===== config.mk =====
export PLATFORM = sky130hd
export DESIGN_NAME = i2s_tx
export DESIGN_NICKNAME = d
export VERILOG_FILES = /design/src/rtl/i2s_tx.sv
export SDC_FILE = /design/constraint.sdc
export NUM_CORES = 1
export LEC_CHECK = 0
export BUFFER_PORTS_ARGS = -buffer_cell sky130_fd_sc_hd__buf_2
export CAP_MARGIN = 20
export CORE_AREA = 2 2 113 115
export DETAILED_ROUTE_END_ITERATION = 6
export DIE_AREA = 0 0 115 117
export PLACE_DENSITY = 0.53
export SETUP_SLACK_MARGIN = 0.3
export SLEW_MARGIN = 20
export SYNTH_ARGS = -nofsm -noshare
export SYNTH_HDL_FRONTEND = slang
export SYNTH_SLANG_ARGS = --single-unit

===== constraint.sdc =====
create_clock -name bclk -period 2.6 [get_ports bclk]
set_clock_uncertainty 0.15 [all_clocks]
set_input_delay 0.52 -clock bclk [delete_from_list [all_inputs] [get_ports bclk]]
set_output_delay 0.52 -clock bclk [all_outputs]
set_load 0.05 [all_outputs]

===== src/rtl/i2s_tx.sv =====
// i2s_tx: mono I2S transmitter clocked entirely by bclk.
// One frame is 2*SLOT_BITS bclk cycles (left slot, then right slot).
// A 24-bit sample is captured at each frame start and sent MSB first in both
// slots, one bclk after each lrck edge. clip_led stretches a sampled overflow
// across the overflow frame plus the OVF_HOLD frames that follow it.
//
// Handshake: none. sample/mute/overflow are treated as level inputs and are
// sampled only on the bclk edge that starts a frame. The producer uses lrck
// as its clock, so its data is stable at the frame-start edge.
module i2s_tx #(
  parameter int SLOT_BITS = 32,
  parameter int OVF_HOLD  = 4800
) (
  input  logic        bclk,
  input  logic        rst_n,
  input  logic        en,
  input  logic        mute,
  input  logic [23:0] sample,
  input  logic        overflow,
  output logic        lrck,
  output logic        sdata,
  output logic        clip_led,
  output logic [15:0] frame_count,
  output logic        busy,
  output logic [1:0]  dbg_state
);

  localparam int FRAME_BITS = 2 * SLOT_BITS;
  localparam int CW         = $clog2(FRAME_BITS);

  localparam logic [CW-1:0] CNT_LAST = CW'(FRAME_BITS - 1);
  localparam logic [CW-1:0] CNT_SLOT = CW'(SLOT_BITS);
  localparam logic [15:0]   HOLD_LD  = 16'(OVF_HOLD);

  typedef enum logic [1:0] {
    IDLE = 2'd0,
    RUN  = 2'd1,
    STOP = 2'd2
  } state_t;

  state_t        state;
  logic [CW-1:0] cnt;
  logic [CW-1:0] cnt_inc;
  logic [23:0]   hold;
  logic [15:0]   ovf_cnt;
  logic          frame_start;

  assign dbg_state = state;

  // Serial bit for a given slot count: data at counts 1..24 of each slot.
  function automatic logic bit_at(input logic [CW-1:0] c, input logic [23:0] h);
    logic [4:0] idx;
    logic       b;
    b   = 1'b0;
    idx = 5'd0;
    if (c >= CW'(1) && c <= CW'(24)) begin
      idx = 5'(24 - int'(c));
      b   = h[idx];
    end else if (c >= CW'(SLOT_BITS + 1) && c <= CW'(SLOT_BITS + 24)) begin
      idx = 5'(SLOT_BITS + 24 - int'(c));
      b   = h[idx];
    end
    return b;
  endfunction

  // Frame start: leaving IDLE on en, or wrapping while en is still requested.
  always_comb begin
    cnt_inc     = cnt + 1'b1;
    frame_start = 1'b0;
    if (state == IDLE)
      frame_start = en;
    else if (cnt == CNT_LAST)
      frame_start = en;
  end

  // Control FSM: slot counter and registered serial outputs.
  always_ff @(posedge bclk or negedge rst_n) begin
    if (!rst_n) begin
      state <= IDLE;
      cnt   <= '0;
      lrck  <= 1'b0;
      sdata <= 1'b0;
      busy  <= 1'b0;
    end else begin
      case (state)
        IDLE: begin
          cnt   <= '0;
          lrck  <= 1'b0;
          sdata <= 1'b0;
          if (en) begin
            state <= RUN;
            busy  <= 1'b1;
          end else begin
            busy  <= 1'b0;
          end
        end
        RUN, STOP: begin
          if (cnt == CNT_LAST) begin
            // End of frame: either chain straight into the next one or park.
            cnt   <= '0;
            lrck  <= 1'b0;
            sdata <= 1'b0;
            if (en) begin
              state <= RUN;
              busy  <= 1'b1;
            end else begin
              state <= IDLE;
              busy  <= 1'b0;
            end
          end else begin
            cnt   <= cnt_inc;
            lrck  <= (cnt_inc >= CNT_SLOT);
            sdata <= bit_at(cnt_inc, hold);
            state <= en ? RUN : STOP;
            busy  <= 1'b1;
          end
        end
        default: begin
          state <= IDLE;
          cnt   <= '0;
          lrck  <= 1'b0;
          sdata <= 1'b0;
          busy  <= 1'b0;
        end
      endcase
    end
  end

  // Frame-start captures: sample hold, frame counter, overflow stretcher.
  // clip_led reflects the hold count before this frame's decrement, so the
  // frame in which the counter expires is still lit.
  always_ff @(posedge bclk or negedge rst_n) begin
    if (!rst_n) begin
      hold        <= '0;
      frame_count <= '0;
      ovf_cnt     <= '0;
      clip_led    <= 1'b0;
    end else if (frame_start) begin
      hold        <= mute ? 24'd0 : sample;
      frame_count <= frame_count + 16'd1;
      clip_led    <= overflow || (ovf_cnt != 16'd0);
      if (overflow)
        ovf_cnt <= HOLD_LD;
      else if (ovf_cnt != 16'd0)
        ovf_cnt <= ovf_cnt - 16'd1;
    end
  end

endmodule

==> impl_metrics.tcl, run 1 <==
set metrics [dict create \
    status "finished clean" \
    worst_pin_slew_ns 0.776 \
    viasPerCell 4.87 \
    synthMuxAreaShare_pct 5.51 \
    die_w_um 115 \
    rrSetupSlack_ns 0.35 \
    postPlaceCellArea_mm2 0.00412 \
    cts-root-buf "clkbuf_16" \
    ys.flop_type "dfrtp_1" \
    wl_per_cell_um 13.7 \
    syn-num-nets 399 \
    post-route-drc-count 0 \
    grtUsageTotal_pct 13.1 \
    finalWorstSetupSlack_ns 0.347 \
    dp.cells 565 \
    synth_top_family_by_area "simple AND/OR/NAND/NOR gates" \
    drive_gt1_share_pct 28.2 \
    antenna_found_initial 0 \
    crit_path_start_kind "register" \
    die-area_mm2 0.0135 \
    synth_seq_cells 68 \
    gp_congestion 0.763 \
    synthesis.instances 364 \
    cts_num_sinks 68 \
    final_cells 590 \
    dr.pass1.iters 4 \
    yosys.cell_types.count 49 \
    grt_pass1_wl_um 14000 \
    ys_warn_count 0 \
    synth_edf_count 0 \
    nets 470 \
    avgSynthCellArea_um2 9.79 \
    r2r_cells 8 \
    io_buffers 50 \
    place_hpwl_um 5730 \
    endpoint_kind "register" \
    rsz0062_at_grt "true" \
    grt_pass1_vias 2849 \
    clockBufferDepth 2 \
    start_util_pct 29.0 \
    crit_fanout 7 \
    crit_required_ns 2.69 \
    die_h_um 117 \
    fp.coreArea_mm2 0.0123 \
    min_period_over_period_pct 86.7 \
    timing.final.max_slew_violations 0 \
    first_iter_violations 108 \
    path_class "register to register" \
    antenna_cells 0 \
    overflow 0 \
    cts_tree "done" \
    yosys.area_share.simple_pct 27.3 \
    grt_max_degree 34 \
    async_flop_share_pct 100 \
    ir_worst_vdd_mv 0.762 \
    rows 41 \
    fmax_mhz 444 \
    hold_violations 0 \
    maxCapViolCount 0 \
    reg2reg_to "sdata" \
    num_vias 2876 \
    synthXorXnorAreaFrac_pct 4.91 \
    synth_area_mm2 0.00356 \
    path_cells "buf_6 > inv_2 > ha_4 > nor4bb_4 > nor2_1 > a311oi_2 > mux2_4 > a211oi_2" \
    num_io_pins 51 \
    slowest_stage "dfrtp_2" \
    cts_inserted_buffers 9 \
    clkTransAtPathRegs_ns 0.06 \
    r2r_start "cnt[0]" \
    min_period_ns 2.25 \
    hold_ws_ns 0.118 \
    fin_area_mm2 0.00456 \
    p_per_area_mw_per_mm2 1140 \
    synth_compound_area_share_pct 9.76 \
    crit_arrival_ns 2.35 \
    wirelength_um 8090 \
    pre_cts_slack_ns 0.197 \
    seq_area_frac_synth_pct 47.7 \
    cts_max_level 3 \
    power.leakage_nw 2.13 \
    fill_cells 1246 \
    synthAdderAreaFrac_pct 2.11 \
    setup_viol 0 \
    maxSlewHeadroom_pct 48.2 \
    worstSkewPairLatency_ns 0.33 \
    min_path_type "input port to async pin" \
    finalSetupTns_ns 0 \
    final_antenna_net_count 0 \
    cpPeakStageDelay_ns 0.42 \
    area_growth_pct 28.0 \
    cts_hold_buffers 0 \
]
[repair_timing]
item                       in CTS  in global routing
pin swaps                       4                  4
setup endpoints to repair       8                 14
setup buffers                   4                  5
gates resized for setup         6                  8
[where the power goes]
part	total (mW)	internal, mW	switching (mW)
Combinational	2.09	0.886	1.21
Clock	1.29	0.835	0.453
Sequential	1.81	1.45	0.355
[state kept, by name, indices dropped and copies added (netlist names)]
register / flops
clip_led: 1
cnt: 6
frame_count: 16
hold: 24
busy: 1
dbg_state: 2
lrck: 1
sdata: 1
ovf_cnt: 16
[Yosys cell counts, drive strengths merged (2+ instances only)]
cell    number  area (um2)
a21boi       2        15.0
a21oi        8        40.0
a22oi        3        22.5
a311oi       2        17.5
and2         5        32.5
and3         4        25.0
buf          4        20.0
clkbuf      10        37.5
dfrtp       68        1700
ha           6        75.1
inv         10        37.5
mux2i        5        50.1
mux4         6         135
nand2       78         293
nand2b       2        12.5
nand3        9        45.0
nand3b      24         180
nand4        5        31.3
nor2        20        75.1
nor2b        5        31.3
nor3        12        60.1
nor3b        2        15.0
nor4         5        46.3
o211ai       2        15.0
o21ai       16        80.1
o31ai        2        15.0
o41ai        3        26.3
or3         10        70.1
or3b         3        26.3
xnor2       11        96.3
xor2         9        78.8
[worst max path at each step]
stage | startpoint | end | slack, ns | cells past startpoint
2_1_floorplan | cnt[0] | sdata | 0.30 | 7
3_3_place_gp | ovf_cnt[12] | ovf_cnt[8] | 0.24 | 5
3_5_place_dp | ovf_cnt[12] | ovf_cnt[3] | 0.20 | 5
4_1_cts | cnt[0] | sdata | 0.30 | 6
5_1_grt | cnt[0] | sdata | 0.23 | 8
6_report | cnt[0] | sdata | 0.35 | 8
[final cells by class]
type / count / area [um2] / share of cell area (%)
clock buffers: 9 / 225 / 4.94
clock inverters: 7 / 91.3 / 2.00
inverters: 10 / 37.5 / 0.823
multi-input cells: 272 / 1850 / 40.6
flip-flops and latches: 68 / 1700 / 37.3
well taps: 150 / 188 / 4.11
repair buffers: 74 / 463 / 10.1
[per-stage QoR]
step           total power, mW  utilization (%)
4_1_cts                   5.19             36.5
3_5_place_dp              3.82             33.5
3_3_place_gp              3.77             33.5
6_report                  5.19             37.1
2_1_floorplan             3.23                -
5_1_grt                   5.55             37.1
[cells in the final DEF, fill, tap and decap left out, types with 3 or more instances in the layout]
cell / instances
or3_1: 7
xnor2_1: 11
nor3_1: 9
nand3b_1: 24
and3_1: 4
nor3_2: 3
and2_1: 4
mux4_2: 6
nand4_1: 5
o41ai_1: 3
clkinv_2: 3
nor2b_1: 5
nand3_1: 9
ha_1: 5
dfrtp_1: 67
o21ai_0: 16
inv_1: 8
a21oi_1: 8
buf_4: 20
nor2_1: 19
mux2i_1: 5
xor2_1: 9
a22oi_1: 3
nand2_1: 77
clkbuf_16: 9
buf_2: 50
[worst max-delay path: cells and delay by family (launching register included)]
kind,cells,cell delay [ns]
AOI/OAI and AO/OA,2,0.52
adders and majority gates,1,0.21
buffers and inverters,2,0.17
DFF,1,0.42
muxes,1,0.34
and+or+nand+nor,2,0.36
[routing by layer]
metal / up-vias / track usage, % / part of all wire [%]
met4: 0 / 4.98 / 1.5
met5: - / 0 / 0
met1: 1404 / 17.4 / 48
li1: 1419 / - / -
met3: 9 / 2.42 / 2.8
met2: 44 / 21.5 / 48
[cells by family after synthesis]
logic type / after synthesis
compound gates: 47
xor+xnor: 20
mux: 12
fa+ha+maj: 6
simple gates: 187
buf+inv: 24
flops: 68
Power figures use the tool's default switching activity.
==> run 2: changes to the inputs <==
- PLACE_DENSITY: 0.53 -> 0.51
- clock period: 2.6 -> 2.9 ns (I/O delays scaled with it)
==> impl_metrics.tcl, run 2 (synthesis results as in run 1) <==
set metrics [dict create \
    status "finished clean" \
    cts_num_sinks 68 \
    place_hpwl_um 5550 \
    wl_per_cell_um 13.4 \
    highest_layer "met4" \
    layout_commonest_cell "nand2_1" \
    pre_cts_slack_ns 0.294 \
    rows 41 \
    cts_tree "done" \
    path_class "register to register" \
    fp.coreArea_mm2 0.0123 \
    clkTransAtPathRegs_ns 0.05 \
    io_buffers 50 \
    dr_wl_met3_um 236 \
    cts_max_level 3 \
    grt_pass1_vias 2704 \
    largest_registers "hold (24), frame_count (16), ovf_cnt (16)" \
    p_total_mw 4.38 \
    wl_met1_um 3840 \
    largest_register_ffs 24 \
    rsz0062_at_grt "true" \
    dr.pass1.iters 4 \
    post_cts_buffers 0 \
    cts-root-buf "clkbuf_16" \
    min_period_over_period_pct 84.0 \
    regMostFlops "hold" \
    final_cell_mix "78 x nand2_1, 67 x dfrtp_1, 50 x buf_2" \
    gp_congestion 0.832 \
    maxCapViolCount 0 \
    postPlaceCellArea_mm2 0.00404 \
    finalSetupTns_ns 0 \
    die-area_mm2 0.0135 \
    nets 456 \
    crit_fanout 8 \
    first_iter_violations 112 \
    die_w_um 115 \
    start_util_pct 29.0 \
    wirelength_um 7690 \
    crit_required_ns 2.99 \
    crit_arrival_ns 2.52 \
    drive_gt1_share_pct 22.6 \
    timing.final.max_slew_violations 0 \
    num_vias 2777 \
    min_path_type "input port to async pin" \
    min_period_ns 2.44 \
    finalWorstSetupSlack_ns 0.465 \
    die_h_um 117 \
    endpoint_kind "register" \
    grtUsageTotal_pct 12.4 \
    area_growth_pct 22.1 \
    antenna_cells 0 \
    cts_inserted_buffers 9 \
    antenna_found_initial 0 \
    fmax_mhz 411 \
    ir_worst_vdd_mv 0.633 \
    p_per_area_mw_per_mm2 1010 \
    power.leakage_nw 2.03 \
    setup_viol 0 \
    post-route-drc-count 0 \
    worst_pin_slew_ns 0.695 \
    final_antenna_net_count 0 \
    fin_area_mm2 0.00435 \
    grt_pass1_wl_um 13100 \
    num_io_pins 51 \
    clockBufferDepth 2 \
    cts_hold_buffers 0 \
    routed-wl-met2_um 3490 \
    viasPerCell 4.84 \
    worstSkewPairLatency_ns 0.33 \
    maxSlewHeadroom_pct 53.7 \
    crit_path_start_kind "register" \
    hold_violations 0 \
    overflow 0 \
    grt_max_degree 41 \
]
run 2: changes by cell type in the layout (fill, tap and decap cells not counted), moves of 2 or more:
cell / previous run / this run
nor4_2: 2 / 0
nor3_1: 9 / 12
clkinv_2: 3 / 1
clkbuf_8: 0 / 2
buf_4: 20 / 9
inv_1: 8 / 10
nor4_1: 2 / 4
nor3_2: 3 / 0
a21boi_0: 0 / 2
inv_2: 2 / 0
a21boi_1: 2 / 0
buf_6: 2 / 0
run 2: repair_timing:
action / 4_1_cts / 5_1_grt
gates resized for setup: 1 / 4
pin swaps: 0 / 0
setup endpoints to repair: 1 / 1
run 2: per-layer routing:
layer,vias to the layer above,track usage (%)
li1,1392,-
met1,1332,17.3
met2,42,18.8
met3,11,2.37
met4,0,5.78
met5,-,0
run 2: worst paths after layout:
| check | slack [ns] | end | depth (start not counted) | from |
|---|---|---|---|---|
| max | 0.46 | sdata | 6 | cnt[1] |
| min | 0.15 | ovf_cnt[2] | 1 | rst_n |
| max reg2reg | 0.46 | sdata | 6 | cnt[1] |
| min reg2reg | 0.31 | hold[16] | 2 | hold[16] |
| max in group asynchronous | 1.79 | cnt[1] | 2 | rst_n |
| min in group bclk | 0.31 | hold[16] | 2 | hold[16] |
run 2: layout make-up:
cell class	count	area (um2)
multi-input combinational	272	1790
tap	150	188
inverter	10	37.5
clock buffer	12	256
fill	1287	7960
sequential	68	1700
timing repair buffer	60	338
clock inverter	2	35.0
run 2: metrics by stage:
stage,instances,utilization (%),hold slack (ns)
2_1_floorplan,364,-,0.134
3_3_place_gp,560,32.8,0.299
3_5_place_dp,560,32.8,0.303
4_1_cts,574,35.2,0.167
5_1_grt,574,35.3,0.213
6_report,574,35.3,0.145
run 2: critical path, cell delays in order (launching register included):
cell      delay [ns]
dfrtp_2         0.46
inv_1           0.08
ha_2            0.32
or3_1           0.39
a311oi_2        0.33
mux2_2          0.38
a211oi_1        0.23
run 2: power by group:
| group | total (mW) | internal [mW] | switching, mW |
|---|---|---|---|
| combinational | 1.67 | 0.671 | 0.999 |
| clock | 1.08 | 0.701 | 0.380 |
| sequential | 1.63 | 1.30 | 0.326 |
| total | 4.38 | 2.68 | 1.71 |
==> run 3: changes to the inputs <==
- ABC_AREA: unset -> 1
- CORE_AREA: 2 2 113 115 -> 2 2 117 119
- DIE_AREA: 0 0 115 117 -> 0 0 119 121
- clock period: 2.9 -> 2.5 ns (I/O delays scaled with it)
==> impl_metrics.tcl, run 3 <==
set metrics [dict create \
    die-area_mm2 0.0144 \
    post_cts_buffers 0 \
    ir_worst_vdd_mv 0.346 \
    largest_registers "hold (24), frame_count (16), ovf_cnt (16)" \
    viasPerCell 4.41 \
    worst_pin_slew_ns 0.723 \
    final_antenna_net_count 0 \
    maxCapViolCount 0 \
    drive_gt1_share_pct 17.9 \
    synth_area_leader_cell "dfrtp_1" \
    nets 602 \
    cpPeakStageDelay_ns 0.45 \
    min_period_ns 2.02 \
    yosys.area_share.simple_pct 31.8 \
    finalSetupTns_ns 0 \
    die_h_um 121 \
    crit_arrival_ns 2.10 \
    power.leakage_nw 2.34 \
    antenna_cells 0 \
    final_cells 747 \
    hp-start "sample[0]" \
    synth_seq_cells 68 \
    timing.final.max_slew_violations 0 \
    start_util_pct 29.4 \
    min_period_over_period_pct 80.9 \
    path_class "register to register" \
    wl_per_cell_um 12.2 \
    crit_path_start_kind "register" \
    post-route-drc-count 0 \
    clockBufferDepth 2 \
    rsz0062_at_grt "false" \
    synth_top_area_share_pct 44.2 \
    rrSetupSlack_ns 0.48 \
    avgSynthCellArea_um2 7.46 \
    path_cells "ha_2 > nand2_4 > inv_2 > nand3_2 > nand2_2 > nand2_4 > clkinv_4 > nand2_4 > inv_4 > nand2_1 > o21ai_2" \
    p_per_area_mw_per_mm2 1250 \
    yosys.cell_types.count 28 \
    clkTransAtPathRegs_ns 0.06 \
    io_buffers 50 \
    num_io_pins 51 \
    r2r_cells 11 \
    hold_violations 0 \
    regMostFlops "hold" \
    antenna_found_initial 0 \
    maxSlewHeadroom_pct 51.8 \
    place_hpwl_um 6810 \
    area_growth_pct 20.5 \
    slowest_stage "dfrtp_2" \
    dr.pass1.iters 4 \
    r2r_start "cnt[0]" \
    fin_area_mm2 0.00464 \
    synthAdderAreaFrac_pct 1.95 \
    fmax_mhz 495 \
    rows 42 \
    synthXorXnorAreaFrac_pct 4.55 \
    fill_cells 1370 \
    final_cell_mix "159 x nand2_1, 67 x dfrtp_1, 64 x nor2_1" \
    num_vias 3295 \
    layout_commonest_cell "nand2_1" \
    synthMuxAreaShare_pct 0 \
    syn-num-nets 551 \
    crit_fanout 21 \
    die_w_um 119 \
    cp_common_cell "nand2_4" \
    synth.top_cells.by_count "160 x nand2_1, 68 x dfrtp_1, 64 x nor2_1" \
    dp.cells 731 \
    synth_top_family_by_area "simple AND/OR/NAND/NOR gates" \
    cts_inserted_buffers 9 \
    post-synth-top-count-cell "nand2_1" \
    grt_pass1_wl_um 15900 \
    cts_num_sinks 68 \
    wirelength_um 9120 \
    async_flop_share_pct 100 \
    postPlaceCellArea_mm2 0.00425 \
    overflow 0 \
    endpoint_kind "register" \
    synthesis.instances 516 \
    synth_compound_area_share_pct 8.81 \
    cts-root-buf "clkbuf_16" \
    grtUsageTotal_pct 13.9 \
    ys_warn_count 0 \
    ys.flop_type "dfrtp_1" \
    crit_required_ns 2.58 \
    setup_viol 0 \
    hold-path-endpoint "hold[0]" \
    gp_congestion 0.854 \
    grt_pass1_vias 3294 \
    cts_tree "done" \
    min_path_type "input port to register" \
    synth_area_mm2 0.00385 \
    min_path_cells 3 \
    largest_register_ffs 24 \
    seq_area_frac_synth_pct 44.2 \
    status "finished clean" \
    reg2reg_to "ovf_cnt[1]" \
    synth_area_leaders "dfrtp_1 44%, nand2_1 16%, nor2_1 6.2%" \
    synth_edf_count 0 \
    fp.coreArea_mm2 0.0131 \
    first_iter_violations 207 \
    worstSkewPairLatency_ns 0.34 \
    cts_max_level 3 \
    grt_max_degree 36 \
]
## run 3: per-stage QoR
| stage | worst slack [ns] | total power, mW | hold slack [ns] | util, % |
|---|---|---|---|---|
| global route | 0.313 | 6.28 | 0.268 | 35.4 |
| detailed placement | 0.310 | 4.23 | 0.317 | 32.5 |
| global placement | 0.378 | 4.22 | 0.313 | 32.5 |
| CTS | 0.317 | 5.84 | 0.239 | 35.3 |
| floorplan | 0.568 | 3.71 | 0.0544 | - |
| finish | 0.478 | 5.78 | 0.246 | 35.4 |
## run 3: metal layers
layer / vias to the layer above / GRT usage (%) / share of wire, %
li1: 1732 / - / -
met1: 1500 / 17.3 / 46
met2: 51 / 23.3 / 49
met3: 12 / 2.68 / 2.9
met4: 0 / 6.25 / 1.8
met5: - / 0 / 0
## run 3: where the power goes
group,total [mW],switching (mW),internal (mW)
Sequential,1.81,0.309,1.50
Clock,1.57,0.493,1.07
Combinational,2.41,1.64,0.767
## run 3: final cells by class
| cell class | count | area [um2] | area share [%] |
|---|---|---|---|
| Sequential cell | 68 | 1700 | 36.7 |
| Inverter | 54 | 210 | 4.53 |
| Tap cell | 176 | 220 | 4.75 |
| Multi-Input combinational cell | 377 | 1820 | 39.2 |
| Clock inverter | 6 | 138 | 2.97 |
| Clock buffer | 9 | 225 | 4.86 |
| Timing Repair Buffer | 57 | 322 | 6.93 |
## run 3: how the worst max path moves through the flow
stage	cells past startpoint	start	to
after CTS	11	cnt[0]	ovf_cnt[1]
after detailed placement	13	cnt[0]	sdata
final	11	cnt[0]	ovf_cnt[1]
after floorplan	14	cnt[0]	sdata
after global placement	13	cnt[0]	sdata
after global routing	10	cnt[1]	hold[13]
## run 3: cell families (layout without fill, tap and decap cells)
group | after synthesis | count (layout)
simple gates | 290 | 290
buf+inv | 71 | 126
flops | 68 | 68
compound gates | 61 | 61
xor+xnor | 20 | 20
fa+ha+maj | 6 | 6
## run 3: timing repair
| action | 4_1_cts | 5_1_grt |
|---|---|---|
| resized for setup | 1 | 7 |
| hold buffers | 1 | 0 |
| setup endpoints to repair | 1 | 26 |
| endpoints found under the hold margin | 15 | 0 |
## run 3: worst max-delay path, delay by kind of cell, from the launching register on
family | cells | cell delay, ns
buffers and inverters | 3 | 0.31
AOI/OAI and AO/OA | 1 | 0.05
DFF | 1 | 0.45
and+or+nand+nor | 6 | 0.70
adders and majority gates | 1 | 0.23
